[src/rtl/mem_arb_pkg.sv]
// Shared types and defaults for the two-requester round-robin memory arbiter.
// The optional MEM_CLEAR_EN build uses the CLEAR state to zero memory after reset.
package mem_arb_pkg;

  localparam int NBITS_ADDR_DEF = 2;
  localparam int NBITS_DATA_DEF = 4;

  typedef enum logic [1:0] {
    IDLE  = 2'd0,
    SERVE = 2'd1,
    CLEAR = 2'd2
  } state_t;

  typedef enum logic {
    REQ_A = 1'b0,
    REQ_B = 1'b1
  } req_id_t;

  // On a tie, the requester that was not served last wins.
  function automatic req_id_t pick_winner(input logic ra, input logic rb, input req_id_t last);
    if (ra && rb) return (last == REQ_A) ? REQ_B : REQ_A;
    else if (ra)  return REQ_A;
    else          return REQ_B;
  endfunction

endpackage

[src/rtl/mem_arbiter_rr_if.sv]
// Per-requester command/response bundle between a client and mem_arbiter_rr.
// One instance per requester; the client uses master, the arbiter uses slave.
interface mem_arbiter_rr_if #(
  parameter int NBITS_ADDR = 2,
  parameter int NBITS_DATA = 4
) ();

  // req/gnt: the client holds req, we, addr and wdata stable until it sees gnt;
  // req still high in the cycle after gnt is a new request. rvalid pulses for one
  // cycle (reads only), and rdata is zero whenever rvalid is low.
  logic                  req;
  logic                  we;
  logic [NBITS_ADDR-1:0] addr;
  logic [NBITS_DATA-1:0] wdata;
  logic                  gnt;
  logic                  rvalid;
  logic [NBITS_DATA-1:0] rdata;

  modport master (
    output req, we, addr, wdata,
    input  gnt, rvalid, rdata
  );

  modport slave (
    input  req, we, addr, wdata,
    output gnt, rvalid, rdata
  );

endinterface

[src/rtl/mem_sync_rw.sv]
// Single-port synchronous memory with a registered read; the array has no reset.
module mem_sync_rw #(
  parameter int NBITS_ADDR = 2,
  parameter int NBITS_DATA = 4
) (
  input  logic                  clk,
  input  logic                  we,
  input  logic [NBITS_ADDR-1:0] addr,
  input  logic [NBITS_DATA-1:0] wdata,
  output logic [NBITS_DATA-1:0] rdata
);

  logic [NBITS_DATA-1:0] mem [0:(1<<NBITS_ADDR)-1];

  always_ff @(posedge clk) begin
    if (we) mem[addr] <= wdata;
    rdata <= mem[addr];
  end

endmodule

[src/rtl/mem_arbiter_rr.sv]
// Round-robin arbiter sharing one synchronous memory between requesters A and B.
// Define MEM_CLEAR_EN to zero the whole memory in a CLEAR state after every reset.
module mem_arbiter_rr
  import mem_arb_pkg::*;
#(
  parameter int NBITS_ADDR = NBITS_ADDR_DEF,
  parameter int NBITS_DATA = NBITS_DATA_DEF
) (
  input  logic                   clk_2,
  input  logic                   reset,
  mem_arbiter_rr_if.slave        port_a,
  mem_arbiter_rr_if.slave        port_b,
  output logic                   busy,
  output logic [1:0]             dbg_state
);

  state_t                state;
  req_id_t               last;
  req_id_t               winner;
  req_id_t               pick;
  logic                  cap_we;
  logic [NBITS_ADDR-1:0] cap_addr;
  logic [NBITS_DATA-1:0] cap_wdata;
  logic                  gnt_a_q, gnt_b_q;
  logic                  rvalid_a_q, rvalid_b_q;

  logic                  mem_we;
  logic [NBITS_ADDR-1:0] mem_addr;
  logic [NBITS_DATA-1:0] mem_wdata;
  logic [NBITS_DATA-1:0] mem_rdata;

`ifdef MEM_CLEAR_EN
  logic [NBITS_ADDR-1:0] clr_cnt;
`endif

  always_comb pick = pick_winner(port_a.req, port_b.req, last);

  always_ff @(posedge clk_2) begin
    if (reset) begin
`ifdef MEM_CLEAR_EN
      state   <= CLEAR;
      clr_cnt <= '0;
`else
      state   <= IDLE;
`endif
      last       <= REQ_B;
      winner     <= REQ_A;
      cap_we     <= 1'b0;
      cap_addr   <= '0;
      cap_wdata  <= '0;
      gnt_a_q    <= 1'b0;
      gnt_b_q    <= 1'b0;
      rvalid_a_q <= 1'b0;
      rvalid_b_q <= 1'b0;
    end else begin
      gnt_a_q    <= 1'b0;
      gnt_b_q    <= 1'b0;
      rvalid_a_q <= 1'b0;
      rvalid_b_q <= 1'b0;
      case (state)
        IDLE: begin
          if (port_a.req || port_b.req) begin
            winner    <= pick;
            cap_we    <= (pick == REQ_A) ? port_a.we    : port_b.we;
            cap_addr  <= (pick == REQ_A) ? port_a.addr  : port_b.addr;
            cap_wdata <= (pick == REQ_A) ? port_a.wdata : port_b.wdata;
            gnt_a_q   <= (pick == REQ_A);
            gnt_b_q   <= (pick == REQ_B);
            state     <= SERVE;
          end
        end
        SERVE: begin
          last       <= winner;
          rvalid_a_q <= !cap_we && (winner == REQ_A);
          rvalid_b_q <= !cap_we && (winner == REQ_B);
          state      <= IDLE;
        end
`ifdef MEM_CLEAR_EN
        CLEAR: begin
          clr_cnt <= clr_cnt + 1'b1;
          if (clr_cnt == '1) state <= IDLE;
        end
`endif
        default: state <= IDLE;
      endcase
    end
  end

  // Gating the write with reset makes a reset during SERVE abort the commit.
  always_comb begin
    mem_we    = (state == SERVE) && cap_we && !reset;
    mem_addr  = cap_addr;
    mem_wdata = cap_wdata;
`ifdef MEM_CLEAR_EN
    if (state == CLEAR) begin
      mem_we    = !reset;
      mem_addr  = clr_cnt;
      mem_wdata = '0;
    end
`endif
  end

  mem_sync_rw #(
    .NBITS_ADDR(NBITS_ADDR),
    .NBITS_DATA(NBITS_DATA)
  ) u_mem (
    .clk   (clk_2),
    .we    (mem_we),
    .addr  (mem_addr),
    .wdata (mem_wdata),
    .rdata (mem_rdata)
  );

  assign port_a.gnt    = gnt_a_q;
  assign port_b.gnt    = gnt_b_q;
  assign port_a.rvalid = rvalid_a_q;
  assign port_b.rvalid = rvalid_b_q;
  assign port_a.rdata  = rvalid_a_q ? mem_rdata : '0;
  assign port_b.rdata  = rvalid_b_q ? mem_rdata : '0;
  assign busy          = (state != IDLE);
  assign dbg_state     = state;

endmodule

[src/flat_wrapper.sv]
// flat-port wrapper written by rule: the top's interface ports become plain ports
module mem_arbiter_rr_flat import mem_arb_pkg::*;
#(
  parameter int NBITS_ADDR = NBITS_ADDR_DEF,
  parameter int NBITS_DATA = NBITS_DATA_DEF
)
  (clk_2, reset, busy, dbg_state, port_a_req, port_a_we, port_a_addr, port_a_wdata, port_a_gnt, port_a_rvalid, port_a_rdata, port_b_req, port_b_we, port_b_addr, port_b_wdata, port_b_gnt, port_b_rvalid, port_b_rdata);
  mem_arbiter_rr_if #(.NBITS_ADDR(NBITS_ADDR), .NBITS_DATA(NBITS_DATA)) port_a_i ();
  mem_arbiter_rr_if #(.NBITS_ADDR(NBITS_ADDR), .NBITS_DATA(NBITS_DATA)) port_b_i ();
  input  logic clk_2;
  input  logic reset;
  output logic busy;
  output logic [1:0] dbg_state;
  input wire logic [$bits(port_a_i.req)-1:0] port_a_req;
  input wire logic [$bits(port_a_i.we)-1:0] port_a_we;
  input wire logic [$bits(port_a_i.addr)-1:0] port_a_addr;
  input wire logic [$bits(port_a_i.wdata)-1:0] port_a_wdata;
  output wire logic [$bits(port_a_i.gnt)-1:0] port_a_gnt;
  output wire logic [$bits(port_a_i.rvalid)-1:0] port_a_rvalid;
  output wire logic [$bits(port_a_i.rdata)-1:0] port_a_rdata;
  input wire logic [$bits(port_b_i.req)-1:0] port_b_req;
  input wire logic [$bits(port_b_i.we)-1:0] port_b_we;
  input wire logic [$bits(port_b_i.addr)-1:0] port_b_addr;
  input wire logic [$bits(port_b_i.wdata)-1:0] port_b_wdata;
  output wire logic [$bits(port_b_i.gnt)-1:0] port_b_gnt;
  output wire logic [$bits(port_b_i.rvalid)-1:0] port_b_rvalid;
  output wire logic [$bits(port_b_i.rdata)-1:0] port_b_rdata;
  assign port_a_i.req = port_a_req;
  assign port_a_i.we = port_a_we;
  assign port_a_i.addr = port_a_addr;
  assign port_a_i.wdata = port_a_wdata;
  assign port_a_gnt = port_a_i.gnt;
  assign port_a_rvalid = port_a_i.rvalid;
  assign port_a_rdata = port_a_i.rdata;
  assign port_b_i.req = port_b_req;
  assign port_b_i.we = port_b_we;
  assign port_b_i.addr = port_b_addr;
  assign port_b_i.wdata = port_b_wdata;
  assign port_b_gnt = port_b_i.gnt;
  assign port_b_rvalid = port_b_i.rvalid;
  assign port_b_rdata = port_b_i.rdata;
  mem_arbiter_rr #(.NBITS_ADDR(NBITS_ADDR), .NBITS_DATA(NBITS_DATA)) u_core (.clk_2(clk_2), .reset(reset), .port_a(port_a_i), .port_b(port_b_i), .busy(busy), .dbg_state(dbg_state));
endmodule
[config.mk]
export PLATFORM = sky130hd
export DESIGN_NAME = mem_arbiter_rr_flat
export DESIGN_NICKNAME = d
export VERILOG_FILES = /design/src/rtl/mem_arb_pkg.sv /design/src/rtl/mem_arbiter_rr_if.sv /design/src/rtl/mem_sync_rw.sv /design/src/rtl/mem_arbiter_rr.sv /design/src/flat_wrapper.sv
export SDC_FILE = /design/constraint.sdc
export NUM_CORES = 1
export LEC_CHECK = 0
export BUFFER_PORTS_ARGS = -buffer_cell sky130_fd_sc_hd__buf_2
export CAP_MARGIN = 20
export CORE_ASPECT_RATIO = 1.5
export CORE_UTILIZATION = 30
export CTS_BUF_LIST = sky130_fd_sc_hd__clkbuf_4 sky130_fd_sc_hd__clkbuf_8
export CTS_CLUSTER_DIAMETER = 60
export DETAILED_ROUTE_END_ITERATION = 10
export HOLD_SLACK_MARGIN = 0.05
export PLACE_DENSITY = 0.58
export SLEW_MARGIN = 20
export SYNTH_ARGS = -nofsm -noshare
export SYNTH_HDL_FRONTEND = slang
export SYNTH_HIERARCHICAL = 1
export SYNTH_SLANG_ARGS = --single-unit
[constraint.sdc]
create_clock -name clk_2 -period 1.3 [get_ports clk_2]
set_input_delay 0.13 -clock clk_2 [delete_from_list [all_inputs] [get_ports clk_2]]
set_output_delay 0.13 -clock clk_2 [all_outputs]
set_load 0.005 [all_outputs]
After elaboration in Yosys (flattened, before gate mapping). Memory sizes are Yosys's and may differ from the RTL's. A register that Yosys moved wholly into a read port is not among the register bits. Cells that the tools add are included.

Add/sub/neg operators: 0. Multiplexer cells: 10. Reduce and logical (&&, ||, !) cells: 13. Shift operators: 0. Multipliers: 0. Equal/unequal tests: 0. Div/mod/pow operators: 0. Order comparisons: 0. Bitwise gates (word level): 5.

Operator list (number): $mux 4 (3); $mux 1 (6); $logic_and 1x1->1 (5); $not 1->1 (5); $reduce_or 2->1 (2); $reduce_or 3->1 (1); $logic_not 1->1 (2); $logic_not 2->1 (1); $mux 2 (1); $reduce_and 2->1 (1); $logic_or 1x1->1 (1).

Register bits after elaboration: 14. Bits in read-only memories: 0. Output and inout bits: 15. Word-level logic and storage cells: 39. Memories: 1. Bits in latches: 0. Input port bits: 18. RAM bits: 16.

Memories: u_core.u_mem.mem (depth 4, bits a word 4, read ports 1, clocked after Yosys merged registers in 1, write ports 1, line mem_sync_rw.sv:13) `logic [NBITS_DATA-1:0] mem [0:(1<<NBITS_ADDR)-1];`.

Logic depth before layout (Yosys ltp). Gate-level depths: netlist (run 1).

Word-level depth: 4. Gate-level depth with buffers: 5. Gate-level depth less buffers: 3.

Hierarchy. Netlist (run 1), hierarchy kept.

Modules (own cells, without submodules): mem_sync_rw (area an instance 696.9 um2, sequential area each 560.5 um2, cells an instance 29, times used 1); mem_arbiter_rr (area an instance 686.9 um2, sequential area each 280.3 um2, cells an instance 73, times used 1).

Worst setup path before layout (run 1). OpenSTA, ideal clock, no wires.

Path kind: register to register. Start: register u_core.state[0] (netlist: u_core/dbg_state[0]). End: memory u_core.u_mem.mem[0][0], enable pin. Library setup time: 0.367 ns. Path buffers: 0. Period minus slack after synthesis: 1.410 ns. Slack: -0.110 ns. Data required time: 0.933 ns. Stages on the path, launching flop included: 3. Arrival time: 1.043 ns. Cell sequence: dfxtp_1 > and3b_1 > nor3b_1.

Word-level cells in the longest chain between the ends: 4.

RTL lines: from (decl) (line mem_arbiter_rr.sv:17) `state_t state;`; from (signal assigned) (line mem_arbiter_rr.sv:44) `state <= IDLE;`; from (signal assigned) (line mem_arbiter_rr.sv:69) `state <= SERVE;`; from (signal assigned) (line mem_arbiter_rr.sv:76) `state <= IDLE;`; $logic_and 1x1->1 (2 in series) (line mem_arbiter_rr.sv:91) `mem_we = (state == SERVE) && cap_we && !reset;`; via u_core.mem_we (line mem_arbiter_rr.sv:27) `logic mem_we;`; $mux 1 (line mem_sync_rw.sv:16) `if (we) mem[addr] <= wdata;`; $mux 1 (implied by the code) (line mem_sync_rw.sv:16); to (decl) (line mem_sync_rw.sv:13).

The timed path passes the listed nets, and every way through them passes these cells.

Worst setup path in the final report (run 1).
Start: register u_core.cap_we. End: memory u_core.u_mem.mem[0][1], enable pin.

Word-level cells in the longest chain between the ends: 4.

RTL lines: from (decl) (line mem_arbiter_rr.sv:21) `logic cap_we;`; from (signal assigned) (line mem_arbiter_rr.sv:64) `cap_we <= (pick == REQ_A) ? port_a.we : port_b.we;`; $logic_and 1x1->1 (2 in series) (line mem_arbiter_rr.sv:91); via u_core.mem_we (line mem_arbiter_rr.sv:27); $mux 1 (line mem_sync_rw.sv:16); $mux 1 (implied by the code) (line mem_sync_rw.sv:16).

The timed path passes the listed nets, and every way through them passes these cells.

==> metrics.txt, run 1 <==
core area=~0.0043 mm²; status=finished with violations; Setup Skew=between 0.004 and 0.005 ns; setup_tns=0 ns; initial antenna violation count=0; Placer Congestion=around 0.73; worst-path cell chain=and3b_1 > nor3b_2 > buf_4; row cnt=29; final core area utilization=0.383; complex-gate fraction of the synthesized area=0.123; crit path launch type=flip-flop; FILL cells=roughly 410; layout cells sized above 1=0.419; area fraction of the dominant cell type after synthesis=0.347; worst hold path stage count=3; grt total ovfl=0; Syn Area/Cell=approximately 14 µm²; Peak Freq=around 0.83 GHz; most common cell in the netlist=dfxtp_1; max-cap viol count=0; Root Buffer Master=clkbuf_8; post-DR vias/cell=approximately 4.9; Final WS setup=approximately 0.10 ns; diode count=0; largest family of logic cells by synthesized area=simple AND/OR/NAND/NOR gates; largest net degree at the start of global routing=17; crit end category=flip-flop; adder-cell share of the synthesized area=0; CP Max Fanout=4; Starting Density=0.320; Hold Crit Class=in -> reg; top post-synthesis cells by count=dfxtp_1 (18), edfxtp_1 (16), nor2_1 (9); critical path's largest stage delay=around 0.37 ns; area of the multi-input gates=between 400 and 500 µm²; RSZ-0062 raised after global routing=no; leak pwr=0.667 nW; worst r2r src=u_core/cap_we; Hold Path Origin=port_b_we; Die X=57.5 µm; final period utilization=0.923; antenna viol nets, final=0; M2 GR Usage=0.198; TritonCTS buffer count=5; synth unique cells=29; synth-to-layout area growth=19.4%; Syn Nets=120; setup repair bufs after CTS=0; crit path time final=between 1 and 1.5 ns; crit path max-delay cell type=dfxtp_1; DPL Wire Length=approximately 1800 µm; Max Buffers Root-to-Sink=2; Residual DRC=4; final wirelength=~2300 µm; vias in the first global route=between 800 and 900; prevailing post-synth register cell=dfxtp_1; CTS H-tree lvls=2; failing checks=design-rule violations; global-route wire length before repair=between 4000 and 5000 µm; Critical Path AT=approximately 1.2 ns; input/output buffers=31; Final Setup Violations=0; Iteration-0 DRC Markers=14; met1 usage=0.120; die area=just under 0.005 mm²; Synth Area in XOR/XNOR=0; maximum VDD drop=approximately 0.85 mV; EDFF count, synth=16; DRT Pass-1 Iters=7; Layout Nets=around 150; Hold Path End=u_core/cap_we; PwrDens=roughly 1300 mW/mm²; Reg2Reg Capture Point=u_core/u_mem/mem[0][1]; GRT Overall Usage=0.114; Reg area=between 800 and 900 µm²; Die Ht=around 85 µm; Tot Pwr=2.21 mW; Crit Path Category=reg -> reg; Most Used Layer, Global Route=met2; reg-to-reg slack, setup=0.1 ns; critical path data required time=around 1.3 ns; # IOs=33; Placement Setup Slack=0.0197 ns; Synth area leader=edfxtp_1; max-slew violations=0; Final Hold Vio Count=0; Synth Area in Simple Gates=0.151; met3 Use GR=0.0457; Mapped Cells=about 100; vias=between 800 and 900; Yosys reg bits=34; clock-pin slew on the worst setup and hold paths=0.06 ns; top cells by area, synth=edfxtp_1 (35%), dfxtp_1 (26%), mux4_2 (6.5%), a311oi_2 (4.3%), and2_1 (3.6%); Seq/Total Area, Yosys=0.608; FF-to-FF path depth=3; worst skew pair latency=about 0.28 ns; Mapped Area=0.00138 mm²; clock sink total=34; Ys Warns=6; CTS tree=done; hold slack=approximately 0.13 ns; fraction of registers with async set/reset=0; multiplexer share of the synthesized area=0.0651; wire length per cell=approximately 13 µm
==> flip-flops by register name (all words and copies together) (netlist names) <==
| signal | count |
|---|---|
| u_core/dbg_state | 1 |
| u_core/cap_wdata | 4 |
| u_core/u_mem/rdata | 4 |
| u_core/port_a.rvalid | 1 |
| u_core/u_mem/mem | 16 |
| u_core/last | 1 |
| u_core/cap_addr | 2 |
| u_core/port_b.rvalid | 1 |
| u_core/port_a.gnt | 1 |
| u_core/winner | 1 |
| u_core/cap_we | 1 |
| u_core/port_b.gnt | 1 |
==> metrics by stage <==
stage | std cells | area, µm²
global placement | 174 | 1560
detailed placement | 174 | 1560
CTS | 182 | 1650
finish | 182 | 1650
global route | 182 | 1650
floorplan | 102 | 1390
==> worst max-delay path by stage <==
stage	slack, ns	from	endpoint
2_1_floorplan	0.06	u_core/dbg_state[0]	u_core/u_mem/mem[0][0]
5_1_grt	0.04	u_core/cap_we	u_core/u_mem/mem[0][1]
4_1_cts	0.02	u_core/cap_addr[0]	u_core/u_mem/rdata[0]
3_5_place_dp	0.02	u_core/cap_addr[0]	u_core/u_mem/rdata[0]
3_3_place_gp	0.08	u_core/cap_addr[0]	u_core/u_mem/rdata[0]
6_report	0.1	u_core/cap_we	u_core/u_mem/mem[0][1]
==> metal layers <==
layer | up-vias | share of wire
li1 | 445 | -
met2 | 35 | 0.54
met5 | - | 0
met4 | 0 | 0.0099
met1 | 406 | 0.38
met3 | 2 | 0.064
==> where the power goes <==
group	internal (mW)	leakage (nW)	switching (mW)	total (mW)
Clock	0.442	0.0498	0.330	0.772
Sequential	1.18	0.295	0.0518	1.23
Combinational	0.110	0.322	0.0919	0.201
Total	1.73	0.667	0.474	2.21
==> layout by cell type, fill, tap and decap left out, drive strengths merged <==
master	synthesis	final
a211o	1	1
a211oi	1	1
a311oi	8	8
and2	8	8
and2b	2	2
and3	1	1
and3b	3	3
buf	8	34
clkbuf	0	8
conb	1	1
dfxtp	18	18
edfxtp	16	16
inv	1	1
mux4	4	4
nand2b	1	1
nand3	7	7
nor2	9	9
nor3b	1	1
nor4	1	1
nor4b	1	1
nor4bb	1	1
o21ai	7	7
o21ba	1	1
o21bai	1	1
==> cells by family after synthesis <==
logic type / after synthesis
other: 1
AND/OR/NAND/NOR: 35
AO/OA/AOI/OAI: 19
flip-flops: 34
buffers and inverters: 9
multiplexers: 4
==> final cells by class <==
class	instances	share of cell area
Timing Repair Buffer	34	0.107
Sequential cell	34	0.509
Clock buffer	8	0.0553
Inverter	1	0.00227
Tap cell	46	0.0348
Multi-Input combinational cell	59	0.291
==> what timing repair did <==
item,4_1_cts,5_1_grt
hold buffers,0,0
endpoints found under the setup margin,0,6
gates resized for setup,0,2
==> critical path: cells and delay by family (launching register included) <==
kind | cells | cell delay, ns
AND/OR/NAND/NOR | 2 | 0.40
flip-flops | 1 | 0.37
buffers and inverters | 1 | 0.15
Power figures use the tool's default switching activity.
==> run 2: changes to the inputs <==
--- a/config.mk
+++ b/config.mk
@@ -13,7 +13,6 @@
 export CTS_CLUSTER_DIAMETER = 60
 export DETAILED_ROUTE_END_ITERATION = 10
 export HOLD_SLACK_MARGIN = 0.05
-export PLACE_DENSITY = 0.58
 export SLEW_MARGIN = 20
 export SYNTH_ARGS = -nofsm -noshare
 export SYNTH_HDL_FRONTEND = slang
==> run 2 against run 1 <==
Net effect:
- register-to-register slack worse by 0.02 ns
- setup slack worse by 0.016 ns
- hold slack better by 0.010 ns
- largest power group unchanged
- critical endpoint is now u_core/u_mem/mem[0][3]
- the run still ends with design-rule violations left
- critical path depth stayed put
==> metrics.txt, run 2 (synthesis results as in run 1) <==
most common cell after layout, fill and taps aside=buf_2; switching power=just under 0.5 mW; Final WS setup=0.0844 ns; CTS H-tree lvls=2; Final Setup Violations=0; Critical Path AT=between 1 and 1.5 ns; Max Buffers Root-to-Sink=2; hold buffers post-CTS=0; Crit Path Category=reg -> reg; design area=between 0.0015 and 0.002 mm²; critical path data required time=about 1.3 ns; largest net degree at the start of global routing=17; Layout Nets=153; core area=between 0.004 and 0.005 mm²; antenna viol nets, final=0; Pint=around 1.7 mW; worst-path cell chain=and3b_1 > nor3b_2 > buf_4; input/output buffers=31; Hold Path End=u_core/cap_we; global-route wire length before repair=a little over 4000 µm; max-cap viol count=0; PwrDens=roughly 1300 mW/mm²; GRT Overall Usage=0.111; synth-to-layout area growth=19.5%; row cnt=29; Clock power frac=0.354; worst r2r src=u_core/dbg_state[0]; Cells after DPL=~170; crit path max-delay cell type=dfxtp_1; most frequent cells in the layout=buf_2 (31), dfxtp_1 (17), edfxtp_1 (16); final period utilization=0.935; Most flops, register=u_core/u_mem/mem; Placer Congestion=between 0.6 and 0.7; crit path launch type=flip-flop; clock-pin slew on the worst setup and hold paths=0.07 ns; maximum VDD drop=0.681 mV; layout cells sized above 1=0.412; leak pwr=between 0.6 and 0.7 nW; clock sink total=34; die area=0.00489 mm²; grt total ovfl=0; setup_tns=0 ns; DPL Wire Length=1890 µm; post-CTS sizing=0; Seq pwr share=0.555; worst hold path stage count=3; max-slew violations=0; Root Buffer Master=clkbuf_8; setup repair bufs after CTS=0; vias=890; FF-to-FF path depth=3; Die X=57.5 µm; switching part of the total=0.220; Hold Path Origin=port_b_we; Setup Skew=~0.0053 ns; Peak Freq=slightly above 0.8 GHz; Final Hold Vio Count=0; Starting Density=0.320; Area after DPL=0.00156 mm²; diode count=0; Post-Layout Cell Count=182; Residual DRC=2; top flop regs=u_core/u_mem/mem x16, u_core/cap_wdata x4, u_core/u_mem/rdata x4; Die Ht=roughly 85 µm; TritonCTS buffer count=5; failing checks=design-rule violations; final wirelength=about 2500 µm; critical path's largest stage delay=~0.38 ns; vias in the first global route=between 800 and 900; RSZ-0062 raised after global routing=no; FILL cells=about 420; max FFs per register=16; # IOs=33; CTS tree=done; CP Max Fanout=5; Reg2Reg Capture Point=u_core/u_mem/mem[0][3]; reg-to-reg slack, setup=~0.084 ns; worst skew pair latency=approximately 0.28 ns; Placement Setup Slack=just under 0.04 ns; Iteration-0 DRC Markers=22; combinational share of power=0.091; crit end category=flip-flop; initial antenna violation count=0; crit path time final=between 1 and 1.5 ns; status=finished with violations; post-DR vias/cell=4.89; Hold Crit Class=in -> reg; DRT Pass-1 Iters=7; wire length per cell=~14 µm
[run 2: worst max-delay path by stage]
stage	from	endpoint	slack, ns	cells after the start
after floorplan	u_core/dbg_state[0]	u_core/u_mem/mem[0][0]	0.06	2
after global placement	u_core/cap_addr[0]	u_core/u_mem/rdata[3]	0.08	1
after detailed placement	u_core/cap_addr[0]	u_core/u_mem/rdata[1]	0.04	1
after CTS	u_core/cap_addr[0]	u_core/u_mem/rdata[1]	0.03	1
after global routing	u_core/cap_we	u_core/u_mem/mem[0][3]	0.006	3
final	u_core/dbg_state[0]	u_core/u_mem/mem[0][3]	0.08	3
[run 2: worst max-delay path, delay by kind of cell, from the launching register on]
family	cells	cell delay, ns
DFF	1	0.38
buffers and inverters	1	0.15
and+or+nand+nor	2	0.40
[run 2: stage by stage]
stage	hold WS, ns	utilization	power (mW)
2_1_floorplan	0.207	-	1.40
5_1_grt	0.150	0.383	2.34
4_1_cts	0.133	0.383	2.25
3_3_place_gp	0.430	0.361	1.45
3_5_place_dp	0.433	0.361	1.46
6_report	0.141	0.383	2.23
[run 2: cell type report]
class	instances	area, µm²	share of cell area
inverter	1	3.75	0.00227
multi-input combinational	59	478	0.289
clock inverter	1	5.00	0.00303
timing repair buffer	34	178	0.107
sequential	34	842	0.509
tap	46	57.6	0.0348
clock buffer	7	90.1	0.0545
[run 2: metal layers]
metal | GRT usage | share of wire | up-vias
li1 | - | - | 444
met1 | 0.121 | 0.40 | 408
met2 | 0.195 | 0.54 | 36
met3 | 0.0366 | 0.058 | 2
met4 | 0.0466 | 0.0049 | 0
met5 | 0 | 0 | -
[run 2: power by group through the flow]
stage	sequential, mW	clock [mW]	combinational [mW]
finish	1.23	0.789	0.203
floorplan	1.24	0	0.165
detailed placement	1.26	0	0.203
CTS	1.24	0.814	0.204
global placement	1.25	0	0.198
global route	1.24	0.872	0.224
